[src/rtl/mem_port_arbiter.sv]
// mem_port_arbiter: data-priority fetch/data arbiter for a single-port memory; MEM_TIMEOUT_EN adds a wait-cycle abort with a sticky timeout flag
module mem_port_arbiter #(
    parameter int BURST_LIMIT    = 4,
    parameter int TIMEOUT_CYCLES = 15
) (
    input  logic        clk_i,
    input  logic        rst_i,
    input  logic        if_req_i,
    input  logic [15:0] if_addr_i,
    output logic [15:0] if_rdata_o,
    output logic        if_valid_o,
    input  logic        dm_rd_i,
    input  logic        dm_wr_i,
    input  logic [15:0] dm_addr_i,
    input  logic [15:0] dm_wdata_i,
    output logic [15:0] dm_rdata_o,
    output logic        dm_valid_o,
    output logic        stall_o,
    output logic        mem_req_o,
    output logic        mem_we_o,
    output logic [15:0] mem_addr_o,
    output logic [15:0] mem_wdata_o,
    input  logic [15:0] mem_rdata_i,
    input  logic        mem_ready_i,
    output logic        timeout_o
);
    localparam logic [1:0] S_IDLE  = 2'd0;
    localparam logic [1:0] S_FETCH = 2'd1;
    localparam logic [1:0] S_DATA  = 2'd2;
    localparam int BW = $clog2(BURST_LIMIT + 1);
    localparam logic [BW-1:0] B_MAX = BW'(BURST_LIMIT);

    logic [1:0] state;
    logic [BW-1:0] burst;
    logic dm_req, busy, done, decide, grant_dm, grant_if;
    logic [15:0] done_rdata;

    assign dm_req = dm_rd_i | dm_wr_i;
    assign busy   = state != S_IDLE;

`ifdef MEM_TIMEOUT_EN
    localparam int WW = $clog2(TIMEOUT_CYCLES + 1);
    localparam logic [WW-1:0] T_MAX = WW'(TIMEOUT_CYCLES);
    logic [WW-1:0] wcnt;
    logic tmo_hit, tmo_q;
    assign tmo_hit    = busy & ~mem_ready_i & (wcnt == T_MAX);
    assign done       = busy & (mem_ready_i | tmo_hit);
    assign done_rdata = mem_ready_i ? mem_rdata_i : 16'hFFFF;
    assign timeout_o  = tmo_q;
    always_ff @(posedge clk_i or posedge rst_i) begin
        if (rst_i) begin
            wcnt  <= '0;
            tmo_q <= 1'b0;
        end else begin
            wcnt  <= decide ? '0 : (busy & ~mem_ready_i) ? wcnt + 1'b1 : wcnt;
            tmo_q <= tmo_q | tmo_hit;
        end
    end
`else
    assign done       = busy & mem_ready_i;
    assign done_rdata = mem_rdata_i;
    assign timeout_o  = 1'b0;
`endif

    // Arbitration also runs in the completion cycle so back-to-back accesses have no bubble
    assign decide   = ~busy | done;
    assign grant_dm = dm_req & (~if_req_i | (burst != B_MAX));
    assign grant_if = if_req_i & ~grant_dm;

    assign if_valid_o = done & (state == S_FETCH);
    assign dm_valid_o = done & (state == S_DATA);
    assign if_rdata_o = if_valid_o ? done_rdata : 16'd0;
    assign dm_rdata_o = dm_valid_o ? done_rdata : 16'd0;
    assign stall_o    = dm_req & ~dm_valid_o;

    always_ff @(posedge clk_i or posedge rst_i) begin
        if (rst_i) begin
            state       <= S_IDLE;
            mem_req_o   <= 1'b0;
            mem_we_o    <= 1'b0;
            mem_addr_o  <= 16'd0;
            mem_wdata_o <= 16'd0;
        end else if (decide) begin
            state       <= grant_dm ? S_DATA : grant_if ? S_FETCH : S_IDLE;
            mem_req_o   <= grant_dm | grant_if;
            mem_we_o    <= grant_dm & dm_wr_i;
            mem_addr_o  <= grant_dm ? dm_addr_i : grant_if ? if_addr_i : mem_addr_o;
            mem_wdata_o <= grant_dm ? dm_wdata_i : mem_wdata_o;
        end
    end

    always_ff @(posedge clk_i or posedge rst_i) begin
        if (rst_i)
            burst <= '0;
        else if (~if_req_i | (decide & grant_if))
            burst <= '0;
        else if (decide & grant_dm & (burst != B_MAX))
            burst <= burst + 1'b1;
    end
endmodule

[config.mk]
export PLATFORM = sky130hd
export DESIGN_NAME = mem_port_arbiter
export DESIGN_NICKNAME = d
export VERILOG_FILES = /design/src/rtl/mem_port_arbiter.sv
export SDC_FILE = /design/constraint.sdc
export NUM_CORES = 1
export LEC_CHECK = 0
export BUFFER_PORTS_ARGS = -buffer_cell sky130_fd_sc_hd__buf_2
export CORE_MARGIN = 3
export CORE_UTILIZATION = 45
export DETAILED_ROUTE_END_ITERATION = 10
export GPL_ROUTABILITY_DRIVEN = 0
export MAX_ROUTING_LAYER = met4
export PLACE_DENSITY_LB_ADDON = 0.05
export SLEW_MARGIN = 20
export SYNTH_ARGS = -nofsm -noshare
export SYNTH_HDL_FRONTEND = slang
export SYNTH_SLANG_ARGS = --single-unit
[constraint.sdc]
create_clock -name clk_i -period 3.9 [get_ports clk_i]
set_clock_uncertainty 0.05 [all_clocks]
set_input_delay 0.585 -clock clk_i [delete_from_list [all_inputs] [get_ports clk_i]]
set_output_delay 0.585 -clock clk_i [all_outputs]
set_load 0.02 [all_outputs]
# Word level (Yosys, flattened, before mapping)
# Index checks and enable logic that the tools add are counted.
classes:
  add_sub_neg: 1
  eq_ne: 3
  muxes: 8
  n_bitwise: 19
  n_reduce_logical: 5
op_table:
  columns: ["op", "n"]
  rows:
  - ["16-bit 2-to-1 mux", 4]
  - ["1-bit bitwise AND", 10]
  - ["3-bit 2-to-1 mux", 2]
  - ["2-bit nonzero test", 3]
  - ["1-bit OR", 5]
  - ["1-bit NOT", 4]
  - ["2-bit AND reduction", 2]
  - ["3-bit by 1-bit adder with 3-bit output, second input constant", 1]
  - ["3-bit != test, second input constant", 1]
  - ["2-bit by 1-bit equality test with 1-bit output, second input constant", 1]
  - ["2-bit equality test, second input constant", 1]
  - ["2-bit 2-to-1 mux", 1]
  - ["1-bit 2-to-1 mux", 1]
totals:
  register_bits: 39

# Longest topological paths before layout
# Gate-level depths: netlist of run 1.
depth:
  word_depth: 8
  depth_mapped: 7

# Worst setup path before layout of run 1
# OpenSTA, ideal clock, no wires.
synth_timing:
  path_kind: "input port to output port"
  start: "input port mem_ready_i"
  end: "output port if_rdata_o[10]"
  arrival_time_ps: 1644
  t_required_ps: 3265
  slack_ps: 1621
  stages: 3
  n_path_buf: 1
  path_cell_list: "nor3b_1 -> clkbuf_1 -> and2_1"
synth_via:
  elab_chain_cells: 3
synth_lines:
  columns: ["item", "line", "text"]
  rows:
  - ["start, declared", "24", "input logic mem_ready_i,"]
  - ["1-bit bitwise AND", "60", "assign done = busy & mem_ready_i;"]
  - ["1-bit bitwise AND", "70", "assign if_valid_o = done & (state == S_FETCH);"]
  - ["net if_valid_o", "11", "output logic if_valid_o,"]
  - ["16-bit 2-to-1 mux", "72", "assign if_rdata_o = if_valid_o ? done_rdata : 16'd0;"]
  - ["end, declared", "10", "output logic [15:0] if_rdata_o,"]
# The timed path passes the listed nets, and every way through them passes these cells.

# Final worst setup path of run 1
layout_timing:
  start: "register burst[0]"
  end: "register mem_wdata_o[3]"
layout_via:
  elab_chain_cells: 4
layout_lines:
  columns: ["item", "line", "text"]
  rows:
  - ["start, declared", "34", "logic [BW-1:0] burst;"]
  - ["start signal, assigned", "98", "burst <= burst + 1'b1;"]
  - ["3-bit != test", "67", "assign grant_dm = dm_req & (~if_req_i | (burst != B_MAX));"]
  - ["1-bit OR", "67", null]
  - ["1-bit bitwise AND", "67", null]
  - ["2-bit AND reduction (no line)", null, null]
  - ["end signal, assigned", "88", "mem_wdata_o <= grant_dm ? dm_wdata_i : mem_wdata_o;"]
  - ["end, declared", "22", "output logic [15:0] mem_wdata_o,"]
# Every way passes these cells.
# A chain may end at the register's enable or synchronous reset.

==> impl_metrics.toml, run 1 <==
[run_status]
status = "finished, final reports clean"

[sta]
post-route-period-util_pct = 62.5
fin_setup_tns_ps = 0
rsz0062_at_grt = "no"
min_period_ps = 2440
final-hold-violation-count = 0
worst_slack_ps = 1460
worst_pin_slew_ps = 807
fmax_mhz = 410
relSlewSlack_pct = 46.1
drv_slew = 0
setup_viol_count_final = 0

[clocking]
clockBufferDepth = 2
cts_hold_buf = 0
cts_inserted_buffers = 5
cts_root_buffer = "clkbuf_8"
clock_latency_ps = 280
postCtsSetupBuffers = 0
clk_pin_slew_ps = 70
cts.htree.levels = 2
clock-sinks = 39
ctsResizeCount = 0
cts_tree = "built"

[floorplanning]
core-area_um2 = 4170
die_h_um = 73.3
dieArea_um2 = 5380
start_util_pct = 48.9
rows = 23
die_x_um = 73.3
ios = 140

[yosys]
netlist_instances = 208
ys_seq_elements = 39
synth_warnings = 0
synth_cell_types = 30
syn_nets = 280
muxShareOfSynthArea_pct = 8.83
synth-compound-area-share_pct = 15.8
synth_top_family_by_area = "simple AND/OR/NAND/NOR gates"
seq_area_frac_synth_pct = 47.9
synth-simple-area-share_pct = 19.9
avgSynthCellArea_um2 = 9.81
synth_xor_xnor_area_share_pct = 0
synth_area_um2 = 2040
synthAdderAreaFrac_pct = 1.23

[placed_design]
place_ws_ps = 1420
dp.cells = 382
port_buffers = 138
dpl.hpwl_um = 4300

[run]
cap_violations = 0

[global_route]
grt_max_degree = 32
gr-total-overflow = 0
grtUsageTotal_pct = 22.3
first_global_vias = 2037
grt_pass1_wl_um = 9050
antenna_found_initial = 0

[setup_path]
crit_fanout = 19
r2r_slack_ps = 1460
end_kind = "flip-flop"
crit_path_end = "mem_wdata_o[3]"
required_ps = 4020
worstPathArrival_ps = 2560
start_kind = "flip-flop"
ff2ff_path_depth = 5
rr_startpoint = "burst[0]"
critical_path_class = "reg -> reg"
rr_endpoint = "mem_wdata_o[3]"
startpoint = "burst[0]"

[detailed_routing]
wirelength_um = 5800
final_antenna_net_count = 0
drc_errors = 0
drtIter0Drc = 84
wire_per_inst_um = 14.9
num_vias = 2043
vias_per_cell = 5.24
drtPass1Iterations = 4

[pwr]
vdd_ir_drop_max_uv = 168
power_density_nw_per_um2 = 396
leakage_nw = 1.47

[finish]
fin_nets = 411
area_delta_synth_final_pct = 37.1
drive_gt1_share_pct = 49.7
final.fill_count = 373
stdcell_count = 390
antenna_cells = 0

[hold_path]
hp-class = "in -> async"
## cells in the mapped netlist, drive strengths merged
cell | instances | area share (%)
a21boi | 1 | 0.37
a21o | 1 | 0.37
a21oi | 16 | 3.9
a31oi | 17 | 5.2
and2 | 33 | 10
and3 | 2 | 0.61
buf | 9 | 3.6
clkbuf | 9 | 1.7
conb | 1 | 0.18
dfrtp | 39 | 48
ha | 2 | 1.2
inv | 5 | 0.92
mux2 | 16 | 8.8
nand2 | 6 | 1.1
nand2b | 1 | 0.31
nand3 | 21 | 5.4
nand4 | 1 | 0.31
nor2 | 2 | 0.37
nor3b | 2 | 0.74
o211ai | 1 | 0.37
o21ai | 19 | 4.7
o21ba | 1 | 0.49
o21bai | 1 | 0.37
or2 | 1 | 0.31
or3 | 1 | 0.55
## registers in the layout, indices dropped and copies added, names as in the netlist
name         flops
mem_addr_o      16
mem_wdata_o     16
burst            3
state            2
mem_req_o        1
mem_we_o         1
## layout make-up
type                       instances  area (um^2)  share of cell area (%)
sequential                        39          976                    34.9
inverter                           5         18.8                   0.671
tap                               50         62.6                    2.24
timing repair buffer             142          721                    25.8
clock buffer                       7         76.3                    2.73
multi-input combinational        146          937                    33.5
clock inverter                     1         5.00                   0.179
## cell usage in the layout, fill, tap and decap left out, types with 4 or more instances in the layout
cell type,netlist,final
and2_1,32,32
inv_1,5,5
dfrtp_1,39,39
nand3_1,20,20
o21ai_0,19,19
buf_2,2,138
nand2_1,6,6
clkbuf_8,0,5
mux2_2,16,16
a31oi_1,17,17
a21oi_1,16,16
buf_4,2,4
## worst max-delay path, stage by stage, from the launching register on
cell     delay [ps]
dfrtp_1         410
inv_1            90
ha_1            190
nand3_1         580
nand3_2         620
mux2_2          390
## how the worst min path moves through the flow
stage / from / endpoint / slack (ps) / cells past startpoint
2_1_floorplan: burst[0] / burst[0] / 450 / 2
3_3_place_gp: mem_we_o / mem_we_o / 430 / 2
3_5_place_dp: mem_req_o / mem_req_o / 440 / 1
4_1_cts: rst_i / mem_wdata_o[15] / 190 / 2
5_1_grt: rst_i / mem_wdata_o[15] / 200 / 2
6_report: rst_i / mem_wdata_o[15] / 190 / 2
## through the flow
step           hold WS (ps)  area [um^2]  total power, W  utilization (%)
2_1_floorplan           446         2040        0.000732                -
3_3_place_gp            431         2720        0.000858             65.1
3_5_place_dp            438         2720        0.000864             65.1
4_1_cts                 195         2800         0.00112             67.0
5_1_grt                 205         2800         0.00118             67.0
6_report                193         2800         0.00111             67.0
## logic make-up (layout without fill, tap and decap cells)
group           count (synthesis)  count (layout)
simple gates                   70              70
compound gates                 57              57
flops                          39              39
buf+inv                        23             155
mux                            16              16
fa+ha+maj                       2               2
other cells                     1               1
## power breakdown
| part | total (W) | internal [W] | switching, W | leakage [nW] |
|---|---|---|---|---|
| clock | 0.000255 | 0.000125 | 0.000130 | 0.0422 |
| sequential | 0.000501 | 0.000467 | 0.0000338 | 0.456 |
| combinational | 0.000353 | 0.000141 | 0.000212 | 0.974 |
## layer usage
metal  track usage [%]  up-vias  routed length (um)
li1                  -      986                   -
met1              26.5      942                2330
met2              37.1      107                2850
met3              6.16        8                 557
met4              6.44        0                  68
met5                 -        -                   0
(Power assumes the default switching activity.)
==> run 2: changes to the inputs <==
--- a/config.mk
+++ b/config.mk
@@ -5,9 +5,10 @@
 export SDC_FILE = /design/constraint.sdc
 export NUM_CORES = 1
 export LEC_CHECK = 0
+export ABC_AREA = 1
 export BUFFER_PORTS_ARGS = -buffer_cell sky130_fd_sc_hd__buf_2
 export CORE_MARGIN = 3
-export CORE_UTILIZATION = 45
+export CORE_UTILIZATION = 42
 export DETAILED_ROUTE_END_ITERATION = 10
 export GPL_ROUTABILITY_DRIVEN = 0
 export MAX_ROUTING_LAYER = met4
==> constraint.sdc (replaced) <==
create_clock -name clk_i -period 2.5 [get_ports clk_i]
set_clock_uncertainty 0.05 [all_clocks]
set_input_delay 0.375 -clock clk_i [delete_from_list [all_inputs] [get_ports clk_i]]
set_output_delay 0.375 -clock clk_i [all_outputs]
set_load 0.02 [all_outputs]
==> impl_metrics.toml, run 2 <==
[floorplanning]
core-area_um2 = 4530
ios = 140
die_h_um = 76.0
die_x_um = 76.0
rows = 24
dieArea_um2 = 5770
start_util_pct = 45.3

[yosys]
synth_warnings = 0
synth_area_leaders = "dfrtp_1 47%, nand2_1 25%, nor2_1 6.4%"
synth_common_cells = "137 x nand2_1, 39 x dfrtp_1, 35 x nor2_1"
synth_area_um2 = 2060
synth-compound-area-share_pct = 1.89
seq_area_frac_synth_pct = 47.5
synth-simple-area-share_pct = 40.3
async_flop_share_pct = 100
synth_xor_xnor_area_share_pct = 0.426
synthAdderAreaFrac_pct = 1.22
netlist_instances = 286
synth_edf_count = 0
synth_top_cell_by_area = "dfrtp_1"
synth_ff_type = "dfrtp_1"
synth_most_common_cell = "nand2_1"
avgSynthCellArea_um2 = 7.19
ys_seq_elements = 39
synth.top_cell.area_share_pct = 47.5
syn_nets = 358
muxShareOfSynthArea_pct = 0
synth_top_family_by_area = "simple AND/OR/NAND/NOR gates"
synth_cell_types = 20

[placed_design]
dp.cells = 480
dpl.hpwl_um = 4130
port_buffers = 138

[pwr]
p_sw_share_pct = 33.9
intPower_w = 0.00124
power_density_nw_per_um2 = 649
switching_power_w = 0.000634
power_frac_comb_pct = 29.6
pwr-share-clk_pct = 28.9
vdd_ir_drop_max_uv = 446
seqPwrFrac_pct = 41.5
leakage_nw = 1.88

[detailed_routing]
maxUsedRoutingLayer = "met4"
wirelength_um = 5570
drtPass1Iterations = 4
num_vias = 2187
wire_per_inst_um = 11.4
vias_per_cell = 4.48
drtIter0Drc = 91
met3_length_um = 461
drc_errors = 0
routedLengthMet1_um = 2450
met2_length_um = 2600
final_antenna_net_count = 0

[sta]
final-hold-violation-count = 0
worst_pin_slew_ps = 610
min_period_ps = 2160
relSlewSlack_pct = 59.2
fmax_mhz = 463
fin_setup_tns_ps = 0
rsz0062_at_grt = "no"
post-route-period-util_pct = 86.4
setup_viol_count_final = 0
drv_slew = 0

[clocking]
postCtsSetupBuffers = 0
cts_tree = "built"
clk_pin_slew_ps = 80
clock-sinks = 39
cts_inserted_buffers = 5
cts_hold_buf = 0
cts.htree.levels = 2
clockBufferDepth = 2
clock_latency_ps = 280
ctsResizeCount = 0
cts_root_buffer = "clkbuf_8"

[global_route]
gr-total-overflow = 0
grtUsageTotal_pct = 19.9
grt_pass1_wl_um = 9110
grt_max_degree = 40
antenna_found_initial = 0
first_global_vias = 1896

[setup_path]
start_kind = "flip-flop"
crit_fanout = 17
end_kind = "output pin"
worstPathArrival_ps = 1730
critical_path_class = "reg -> out"
required_ps = 2080

[run_status]
status = "finished, final reports clean"

[run]
cap_violations = 0

[finish]
antenna_cells = 0
final_cell_mix = "138 x buf_2, 137 x nand2_1, 39 x dfrtp_1"
stdcell_count = 488
fin_nets = 494
reg.largest.list = "mem_addr_o x16, mem_wdata_o x16, burst x3"
area_delta_synth_final_pct = 40.0
drive_gt1_share_pct = 36.6
finish.utilization_pct = 63.5
layout_commonest_cell = "buf_2"

[hold_path]
hp-class = "in -> async"
## run 2: cell count changes in the layout (fill, tap and decap cells not counted), moves of 15 or more
cell / before / now
a21oi_1: 16 / 1
a31oi_1: 17 / 0
and2_1: 32 / 0
inv_1: 5 / 26
mux2_2: 16 / 0
nand2_1: 6 / 137
nor2_1: 2 / 35
o21ai_0: 19 / 3
## run 2: final cells by class
class                      count  area, um^2
timing repair buffer         139         698
fill                         433        1660
sequential                    39         976
inverter                      27         101
tap                           65        81.3
clock inverter                 2        35.0
multi-input combinational    210         905
clock buffer                   6        82.6
## run 2: worst paths after layout
| path | from | endpoint | slack (ps) | cells past startpoint |
|---|---|---|---|---|
| setup reg to reg | burst[0] | burst[1] | 750 | 7 |
| hold reg to reg | mem_wdata_o[15] | mem_wdata_o[15] | 420 | 2 |
| min in group clk_i | dm_wdata_i[4] | mem_wdata_o[4] | 230 | 3 |
| hold / removal | rst_i | mem_req_o | 140 | 3 |
| max in group asynchronous | rst_i | mem_addr_o[7] | 1910 | 3 |
| setup / recovery | state[1] | if_rdata_o[2] | 340 | 4 |
## run 2: cells by family after synthesis
kind of cell,after synthesis
compound gates,5
xor+xnor,1
fa+ha+maj,2
buf+inv,37
flops,39
other cells,1
simple gates,201
## run 2: power groups by stage
stage | clock network (W) | registers, W | logic (W)
6_report | 0.000541 | 0.000776 | 0.000553
5_1_grt | 0.000587 | 0.000790 | 0.000614
4_1_cts | 0.000557 | 0.000776 | 0.000562
3_5_place_dp | 0 | 0.000786 | 0.000561
3_3_place_gp | 0 | 0.000787 | 0.000554
2_1_floorplan | 0 | 0.000898 | 0.000243
## run 2: layer usage
metal | track usage [%] | up-vias
met2 | 30.8 | 98
li1 | - | 1126
met5 | - | -
met4 | 4.35 | 0
met1 | 26.2 | 958
met3 | 5.69 | 5
## run 2: stage by stage
stage	area (um^2)	hold WS, ps	total power [W]	setup WS, ps
3_5_place_dp	2760	404	0.00135	593
4_1_cts	2880	149	0.00190	292
6_report	2880	140	0.00187	341
3_3_place_gp	2760	400	0.00134	631
2_1_floorplan	2060	425	0.00114	902
5_1_grt	2880	189	0.00199	118
## run 2: worst max-delay path, stage by stage (launching register included)
cell     delay [ps]
dfrtp_1         440
inv_1            90
nand3_1         410
nor2_1          300
buf_2           210
